## src/rtl/relogio_pkg.sv

```systemverilog
// Shared types, field limits and BCD helpers for the clock time-setting front end.
package relogio_pkg;

  typedef enum logic [2:0] {
    IDLE,
    EDIT_H,
    EDIT_M,
    EDIT_S,
    LOAD
  } state_t;

  typedef logic [3:0] bcd_t;

  // Limits are BCD-encoded so they compare directly against packed digit pairs
  localparam logic [7:0] HOURS_MAX  = 8'h23;
  localparam logic [7:0] MINSEC_MAX = 8'h59;

  localparam logic [5:0] MASK_H = 6'b110000;
  localparam logic [5:0] MASK_M = 6'b001100;
  localparam logic [5:0] MASK_S = 6'b000011;

  function automatic logic [7:0] bcd_inc(input logic [7:0] f, input logic [7:0] max);
    bcd_t msd;
    bcd_t lsd;
    msd = f[7:4];
    lsd = f[3:0];
    if (f == max)
      return '0;
    else if (lsd == 4'd9)
      return {msd + 4'd1, 4'd0};
    else
      return {msd, lsd + 4'd1};
  endfunction

  function automatic logic [7:0] bcd_sanitize(input logic [7:0] f, input logic [7:0] max);
    if (f[7:4] > 4'd9 || f[3:0] > 4'd9 || f > max)
      return '0;
    else
      return f;
  endfunction

endpackage

```

## src/rtl/relogio_debounce.sv

```systemverilog
// Key conditioning: 2-flop synchronizer, level debouncer and one-cycle press pulse.
module relogio_debounce #(
  parameter int unsigned DEBOUNCE_CYCLES = 1000000
) (
  input  logic main_clock,
  input  logic main_reset,
  input  logic key_raw,
  output logic press
);

  localparam int unsigned CW = $clog2(DEBOUNCE_CYCLES + 1);

  logic          sync1;
  logic          sync2;
  logic          level;
  logic [CW-1:0] cnt;

  always_ff @(posedge main_clock) begin
    if (!main_reset) begin
      sync1 <= 1'b1;
      sync2 <= 1'b1;
      level <= 1'b1;
      cnt   <= '0;
      press <= 1'b0;
    end else begin
      sync1 <= key_raw;
      sync2 <= sync1;
      press <= 1'b0;
      if (sync2 == level) begin
        cnt <= '0;
      end else if (cnt == CW'(DEBOUNCE_CYCLES - 1)) begin
        // This sample completes the run of equal samples that accepts the new level
        cnt   <= '0;
        level <= sync2;
        press <= ~sync2;
      end else begin
        cnt <= cnt + CW'(1);
      end
    end
  end

endmodule

```

## src/rtl/relogio_ajuste.sv

```systemverilog
// Time-setting front end: field select/increment FSM, load handshake and blink mask.
module relogio_ajuste
  import relogio_pkg::*;
#(
  parameter int unsigned DEBOUNCE_CYCLES = 1000000,
  parameter int unsigned BLINK_CYCLES    = 25000000
) (
  input  logic        main_clock,
  input  logic        main_reset,
  input  logic        key_mode,
  input  logic        key_inc,
  input  logic [23:0] cur_time,
  output logic [23:0] set_time,
  output logic        load_valid,
  input  logic        load_ready,
  output logic        editing,
  output logic [5:0]  blank_mask
);

  localparam int unsigned BW = $clog2(BLINK_CYCLES + 1);

  state_t        state;
  state_t        state_next;
  logic          mode_p;
  logic          inc_p;
  logic [BW-1:0] blink_cnt;
  logic          phase;

  relogio_debounce #(.DEBOUNCE_CYCLES(DEBOUNCE_CYCLES)) u_deb_mode (
    .main_clock(main_clock),
    .main_reset(main_reset),
    .key_raw   (key_mode),
    .press     (mode_p)
  );

  relogio_debounce #(.DEBOUNCE_CYCLES(DEBOUNCE_CYCLES)) u_deb_inc (
    .main_clock(main_clock),
    .main_reset(main_reset),
    .key_raw   (key_inc),
    .press     (inc_p)
  );

  always_ff @(posedge main_clock) begin
    if (!main_reset) state <= IDLE;
    else             state <= state_next;
  end

  always_comb begin
    state_next = state;
    unique case (state)
      IDLE:    if (mode_p) state_next = EDIT_H;
      EDIT_H:  if (mode_p) state_next = EDIT_M;
      EDIT_M:  if (mode_p) state_next = EDIT_S;
      EDIT_S:  if (mode_p) state_next = LOAD;
      LOAD:    if (load_ready) state_next = IDLE;
      default: state_next = IDLE;
    endcase
  end

  always_comb begin
    load_valid = 1'b0;
    editing    = 1'b0;
    blank_mask = '0;
    unique case (state)
      EDIT_H: begin
        editing    = 1'b1;
        blank_mask = phase ? MASK_H : '0;
      end
      EDIT_M: begin
        editing    = 1'b1;
        blank_mask = phase ? MASK_M : '0;
      end
      EDIT_S: begin
        editing    = 1'b1;
        blank_mask = phase ? MASK_S : '0;
      end
      LOAD:    load_valid = 1'b1;
      default: ;
    endcase
  end

  // A mode pulse takes priority, so inc is only honoured when mode is quiet
  always_ff @(posedge main_clock) begin
    if (!main_reset) begin
      set_time <= '0;
    end else if (mode_p) begin
      if (state == IDLE)
        set_time <= {bcd_sanitize(cur_time[23:16], HOURS_MAX),
                     bcd_sanitize(cur_time[15:8],  MINSEC_MAX),
                     bcd_sanitize(cur_time[7:0],   MINSEC_MAX)};
    end else if (inc_p) begin
      unique case (state)
        EDIT_H:  set_time[23:16] <= bcd_inc(set_time[23:16], HOURS_MAX);
        EDIT_M:  set_time[15:8]  <= bcd_inc(set_time[15:8],  MINSEC_MAX);
        EDIT_S:  set_time[7:0]   <= bcd_inc(set_time[7:0],   MINSEC_MAX);
        default: ;
      endcase
    end
  end

  always_ff @(posedge main_clock) begin
    if (!main_reset) begin
      blink_cnt <= '0;
      phase     <= 1'b0;
    end else if (state_next != state) begin
      blink_cnt <= '0;
      phase     <= 1'b0;
    end else if (blink_cnt == BW'(BLINK_CYCLES - 1)) begin
      blink_cnt <= '0;
      phase     <= ~phase;
    end else begin
      blink_cnt <= blink_cnt + BW'(1);
    end
  end

endmodule

```

## config.mk

```make
export PLATFORM = sky130hd
export DESIGN_NAME = relogio_ajuste
export DESIGN_NICKNAME = d
export VERILOG_FILES = /design/src/rtl/relogio_pkg.sv /design/src/rtl/relogio_debounce.sv /design/src/rtl/relogio_ajuste.sv
export SDC_FILE = /design/constraint.sdc
export NUM_CORES = 1
export LEC_CHECK = 0
export ABC_AREA = 1
export ABC_CLOCK_PERIOD_IN_PS = 1500
export BUFFER_PORTS_ARGS = -buffer_cell sky130_fd_sc_hd__buf_2
export CAP_MARGIN = 10
export CORE_UTILIZATION = 40
export CTS_CLUSTER_SIZE = 30
export DETAILED_ROUTE_END_ITERATION = 10
export PLACE_DENSITY = 0.58
export SYNTH_ARGS = -nofsm -noshare
export SYNTH_HDL_FRONTEND = slang
export SYNTH_SLANG_ARGS = --single-unit
```

## constraint.sdc

```tcl
create_clock -name main_clock -period 1.5 [get_ports main_clock]
set_input_delay 0.075 -clock main_clock [delete_from_list [all_inputs] [get_ports main_clock]]
set_output_delay 0.075 -clock main_clock [all_outputs]
set_load 0.01 [all_outputs]
```

==> impl_metrics.env, run 1 <==
export IMPL_status="finished, final reports clean"
export IMPL_min_delay_path_class="primary input to flop"
export IMPL_setup_viol=0
export IMPL_finalCritPeriodShare=0.924
export IMPL_antenna_left=0
export IMPL_die_area_um2=14700
export IMPL_cts_max_level=3
export IMPL_worst_pin_slew_ns=0.456
export IMPL_grt_pass1_wl_um=22000
export IMPL_totalWireLength_um=12900
export IMPL_die_w_um=121
export IMPL_area_growth_pct=23.1
export IMPL_hold_viol=0
export IMPL_ios=61
export IMPL_clock_sinks=101
export IMPL_path_class="flop to flop"
export IMPL_vias=5465
export IMPL_synth_seq_cells=101
export IMPL_grt_antenna_before_repair=0
export IMPL_synth_edf_count=0
export IMPL_fin_nets=1015
export IMPL_clkPwrFrac=0.463
export IMPL_gp_congestion=0.857
export IMPL_viasPerCell=4.74
export IMPL_cap_viol_max_count=0
export IMPL_drc=0
export IMPL_p_switching_w=0.00116
export IMPL_arrival_ns=1.63
export IMPL_wl_per_cell_um=11.2
export IMPL_ctsRootBufferMaster="clkbuf_16"
export IMPL_synth_flop_cell="dfxtp_1"
export IMPL_fin_setup_tns_ns=0
export IMPL_slew_headroom=0.694
export IMPL_min_period_ns=1.39
export IMPL_seq_area_frac_synth=0.355
export IMPL_worstSkewPairLatency_ns=0.36
export IMPL_report_final_slew_viol_count=0
export IMPL_pre_cts_slack_ns=0.0498
export IMPL_synthArstFlopShare=0
export IMPL_fin_util=0.505
export IMPL_start_util=0.410
export IMPL_grt_overflow=0
export IMPL_clk_pin_slew_ns=0.07
export IMPL_grt_pass1_vias=4966
export IMPL_vdd_ir_drop_worst_mv=0.577
export IMPL_endpoint_kind="flop"
export IMPL_drtIter0Drc=240
export IMPL_switching_share=0.215
export IMPL_syn_area_um2=5690
export IMPL_synth_warning_count=0
export IMPL_crit_required_ns=1.74
export IMPL_setup_ws_ns=0.114
export IMPL_p_comb_frac=0.035
export IMPL_grt_max_degree=24
export IMPL_diodes=0
export IMPL_fmax_mhz=722
export IMPL_drt_pass1_iterations=5
export IMPL_grt_usage=0.186
export IMPL_port_buffers=60
export IMPL_hpwlAfterDp_um=9610
export IMPL_power_w=0.00540
export IMPL_cts_tree="done"
export IMPL_placementRows=43
export IMPL_cts_buffers=9
export IMPL_die_h_um=121
export IMPL_p_int_w=0.00424
export IMPL_yosys_cell_types_count=32
export IMPL_clock_skew_ns=0.00847
export IMPL_crit_path_start_kind="flop"
export IMPL_syn_nets=906
export IMPL_clk_path_buf_depth=2
export IMPL_critPathMaxFanout=13
export IMPL_fin_hold_ws_ns=0.0463
export IMPL_coreArea_um2=13900
export IMPL_syn_inst=862
export IMPL_leakage_nw=2.81
export IMPL_syn_area_per_cell_um2=6.60
export IMPL_seq_power_share=0.501
export IMPL_drive_above_1_share=0.196
export IMPL_p_per_area_nw_per_um2=770
-- critical path, stage by stage (launching register included) --
cell	delay (ns)
dfxtp_1	0.36
nand2_1	0.10
nor2_2	0.16
nand3_1	0.12
nor2_2	0.18
nand2_2	0.09
nand2_4	0.09
buf_12	0.14
nor2_1	0.05
-- metal layers --
metal,GRT usage,wire length [um],share of wire
met1,0.244,6420,0.50
met5,0,0,0
met3,0.0479,569,0.044
met4,0.0648,242,0.019
met2,0.291,5670,0.44
-- what timing repair did --
item	in CTS	in global routing
setup buffers	0	2
resized for setup	1	29
hold buffers	8	0
endpoints found under the setup margin	2	71
pin swaps	0	7
hold endpoints to repair	8	0
-- cells by family after synthesis --
| logic type | Yosys count | share of synthesized area |
|---|---|---|
| xor+xnor | 37 | 0.0569 |
| compound gates | 68 | 0.0653 |
| flops | 101 | 0.355 |
| simple gates | 537 | 0.409 |
| buf+inv | 104 | 0.0802 |
| fa+ha+maj | 15 | 0.0330 |
-- power groups by stage --
| stage | clock, W | combinational, W | sequential (W) |
|---|---|---|---|
| floorplan | 0 | 0.0000777 | 0.00276 |
| global placement | 0 | 0.000171 | 0.00276 |
| detailed placement | 0 | 0.000170 | 0.00276 |
| CTS | 0.00260 | 0.000187 | 0.00270 |
| global route | 0.00267 | 0.000215 | 0.00271 |
| finish | 0.00250 | 0.000191 | 0.00271 |
-- metrics by stage --
step	area (um2)	instances
floorplan	5690	862
global placement	6500	1130
detailed placement	6500	1130
CTS	6890	1152
global route	7010	1154
finish	7010	1154
-- cell usage after synthesis (7+ instances only) --
library cell  number  area (um2)
nand2_1          210         788
nor2_1           184         691
dfxtp_1          101        2020
inv_1             81         304
nand3_1           74         370
a21oi_1           37         185
nand4_1           22         138
xor2_1            20         175
o21ai_0           19        95.1
xnor2_1           17         149
ha_1              15         188
nor2_2             9        56.3
or2_2              9        56.3
nand3b_1           7        52.6
-- sequential cells by signal (all words and copies together) (netlist names), 3 cells and up --
register        cells
set_time           24
state               3
u_deb_mode.cnt     20
u_deb_inc.cnt      20
blink_cnt          25
-- placed cells by master (no fill, tap or decap), types with 8 or more instances in the layout --
cell type / instances
nor2_1: 179
buf_2: 60
nand4_1: 22
nor2_2: 13
o21ai_0: 19
a21oi_1: 37
nand3_1: 67
or2_2: 9
dfxtp_2: 9
xor2_1: 20
buf_4: 41
clkbuf_16: 9
dlygate4sd3_1: 8
ha_1: 12
inv_1: 81
xnor2_1: 17
nand2_1: 209
dfxtp_1: 92
-- final cells by class --
class / instances / area, um2
Multi-Input combinational cell: 657 / 3300
Tap cell: 180 / 225
Inverter: 87 / 329
Fill cell: 1426 / 6870
Clock buffer: 9 / 225
Timing Repair Buffer: 115 / 808
Clock inverter: 5 / 85.1
Sequential cell: 101 / 2030
-- worst paths after layout --
check                                      start                to  slack [ns]  depth (start not counted)
worst max-delay path               blink_cnt[11]     blink_cnt[15]        0.11                          8
worst max register to register     blink_cnt[11]     blink_cnt[15]        0.11                          8
worst min-delay path                cur_time[16]      set_time[16]        0.05                          5
worst min register to register  u_deb_mode.sync1  u_deb_mode.sync2        0.42                          1
Power figures use the tool's default switching activity.
==> run 2, diff against run 1 <==
--- a/config.mk
+++ b/config.mk
@@ -6,13 +6,13 @@
 export NUM_CORES = 1
 export LEC_CHECK = 0
 export ABC_AREA = 1
-export ABC_CLOCK_PERIOD_IN_PS = 1500
+export ABC_CLOCK_PERIOD_IN_PS = 1800
 export BUFFER_PORTS_ARGS = -buffer_cell sky130_fd_sc_hd__buf_2
 export CAP_MARGIN = 10
 export CORE_UTILIZATION = 40
 export CTS_CLUSTER_SIZE = 30
 export DETAILED_ROUTE_END_ITERATION = 10
-export PLACE_DENSITY = 0.58
+export PLACE_DENSITY = 0.56
 export SYNTH_ARGS = -nofsm -noshare
 export SYNTH_HDL_FRONTEND = slang
 export SYNTH_SLANG_ARGS = --single-unit
==> constraint.sdc (replaced) <==
create_clock -name main_clock -period 1.8 [get_ports main_clock]
set_input_delay 0.09 -clock main_clock [delete_from_list [all_inputs] [get_ports main_clock]]
set_output_delay 0.09 -clock main_clock [all_outputs]
set_load 0.01 [all_outputs]
==> impl_metrics.env, run 2 (same netlist as run 1, synthesis figures left out) <==
export IMPL_status="finished, final reports clean"
export IMPL_top_regs="blink_cnt: 25 flops, set_time: 24 flops"
export IMPL_placementRows=43
export IMPL_p_per_area_nw_per_um2=665
export IMPL_vdd_ir_drop_worst_mv=0.436
export IMPL_regMostFlops="blink_cnt"
export IMPL_reg2reg_to="blink_cnt[18]"
export IMPL_fin_nets=981
export IMPL_start_util=0.410
export IMPL_reg2reg_slack_ns=0.17
export IMPL_drc=0
export IMPL_antenna_left=0
export IMPL_wl_per_cell_um=11.2
export IMPL_drive_above_1_share=0.142
export IMPL_hpwlAfterDp_um=9300
export IMPL_viasPerCell=4.69
export IMPL_grt_overflow=0
export IMPL_port_buffers=60
export IMPL_hold_depth=3
export IMPL_endpoint_kind="flop"
export IMPL_die_area_um2=14700
export IMPL_ctsRootBufferMaster="clkbuf_16"
export IMPL_power_w=0.00439
export IMPL_cts_tree="done"
export IMPL_drtIter0Drc=287
export IMPL_r2r_start="blink_cnt[0]"
export IMPL_critPathMaxFanout=25
export IMPL_vias=5264
export IMPL_holdPathEnd="set_time[10]"
export IMPL_setup_viol=0
export IMPL_hold_viol=0
export IMPL_grt_pass1_wl_um=21800
export IMPL_reg2regPathDepth=8
export IMPL_min_period_ns=1.63
export IMPL_area_growth_pct=15.9
export IMPL_die_h_um=121
export IMPL_slew_headroom=0.702
export IMPL_totalWireLength_um=12600
export IMPL_largest_reg_flops=25
export IMPL_mostFrequentLayoutCells="nand2_1 (210), nor2_1 (184), dfxtp_1 (101)"
export IMPL_grt_pass1_vias=4746
export IMPL_path_class="flop to flop"
export IMPL_worstSkewPairLatency_ns=0.36
export IMPL_gp_congestion=0.820
export IMPL_clock_sinks=101
export IMPL_arrival_ns=1.88
export IMPL_report_final_slew_viol_count=0
export IMPL_crit_path_start_kind="flop"
export IMPL_cts_max_level=3
export IMPL_grt_antenna_before_repair=0
export IMPL_drt_pass1_iterations=4
export IMPL_diodes=0
export IMPL_cts_buffers=9
export IMPL_fmax_mhz=613
export IMPL_postCtsSetupBuffers=0
export IMPL_hold_start="cur_time[10]"
export IMPL_coreArea_um2=13900
export IMPL_cap_viol_max_count=0
export IMPL_finalCritPeriodShare=0.907
export IMPL_clock_skew_ns=0.00648
export IMPL_min_delay_path_class="primary input to flop"
export IMPL_worst_pin_slew_ns=0.444
export IMPL_clk_pin_slew_ns=0.07
export IMPL_grt_usage=0.186
export IMPL_leakage_nw=2.61
export IMPL_grt_max_degree=26
export IMPL_die_w_um=121
export IMPL_ios=61
export IMPL_mostFrequentLayoutCell="nand2_1"
export IMPL_crit_required_ns=2.05
export IMPL_clk_path_buf_depth=2
export IMPL_fin_hold_ws_ns=0.0132
[run 2: critical path: stages, from the launching register on]
cell	delay [ns]
dfxtp_1	0.42
ha_1	0.24
nand3_2	0.16
nor2_4	0.18
inv_2	0.06
nor2_4	0.10
nand2_2	0.10
nand2_8	0.20
nor2_1	0.07
[run 2: stage by stage]
| stage | TNS (ns) | instance area (um2) | cells | setup WS [ns] | util |
|---|---|---|---|---|---|
| 6_report | 0 | 6600 | 1122 | 0.168 | 0.475 |
| 5_1_grt | -0.000298 | 6600 | 1122 | -0.000298 | 0.475 |
| 4_1_cts | 0 | 6590 | 1122 | 0.0678 | 0.475 |
| 3_5_place_dp | 0 | 6220 | 1099 | 0.0813 | 0.448 |
| 3_3_place_gp | 0 | 6220 | 1099 | 0.123 | 0.448 |
| 2_1_floorplan | 0 | 5690 | 862 | 0.316 | - |
[run 2: worst max path at each step]
stage | startpoint | to | slack [ns] | cells past startpoint
after global routing | blink_cnt[0] | blink_cnt[18] | -0.0003 | 8
after global placement | blink_cnt[0] | blink_cnt[18] | 0.12 | 8
final | blink_cnt[0] | blink_cnt[18] | 0.17 | 8
after floorplan | blink_cnt[0] | blink_cnt[13] | 0.32 | 9
after detailed placement | blink_cnt[0] | blink_cnt[15] | 0.08 | 8
after CTS | blink_cnt[0] | blink_cnt[18] | 0.07 | 8
[run 2: metal layers]
layer  wire length, um  vias up  global-route usage
li1                  -     2879                   -
met1              6330     2307               0.246
met2              5610       70               0.293
met3               540        8              0.0545
met4               123        0              0.0486
met5                 0        -                   0
[run 2: what timing repair did]
item / in CTS / in global routing
gates resized for setup: 0 / 1
hold buffers: 7 / 0
hold endpoints to repair: 7 / 0
setup endpoints to repair: 0 / 25
[run 2: final cells by class]
| class | instances | area [um2] |
|---|---|---|
| Inverter | 87 | 327 |
| Multi-Input combinational cell | 657 | 3220 |
| Fill cell | 1482 | 7280 |
| Sequential cell | 101 | 2020 |
| Clock buffer | 10 | 229 |
| Tap cell | 180 | 225 |
| Clock inverter | 6 | 70.1 |
| Timing Repair Buffer | 81 | 500 |
[run 2: report_power, final]
group          switching [W]  internal (W)
registers         0.00000910       0.00224
logic              0.0000727     0.0000585
clock network       0.000907       0.00109
total               0.000989       0.00340
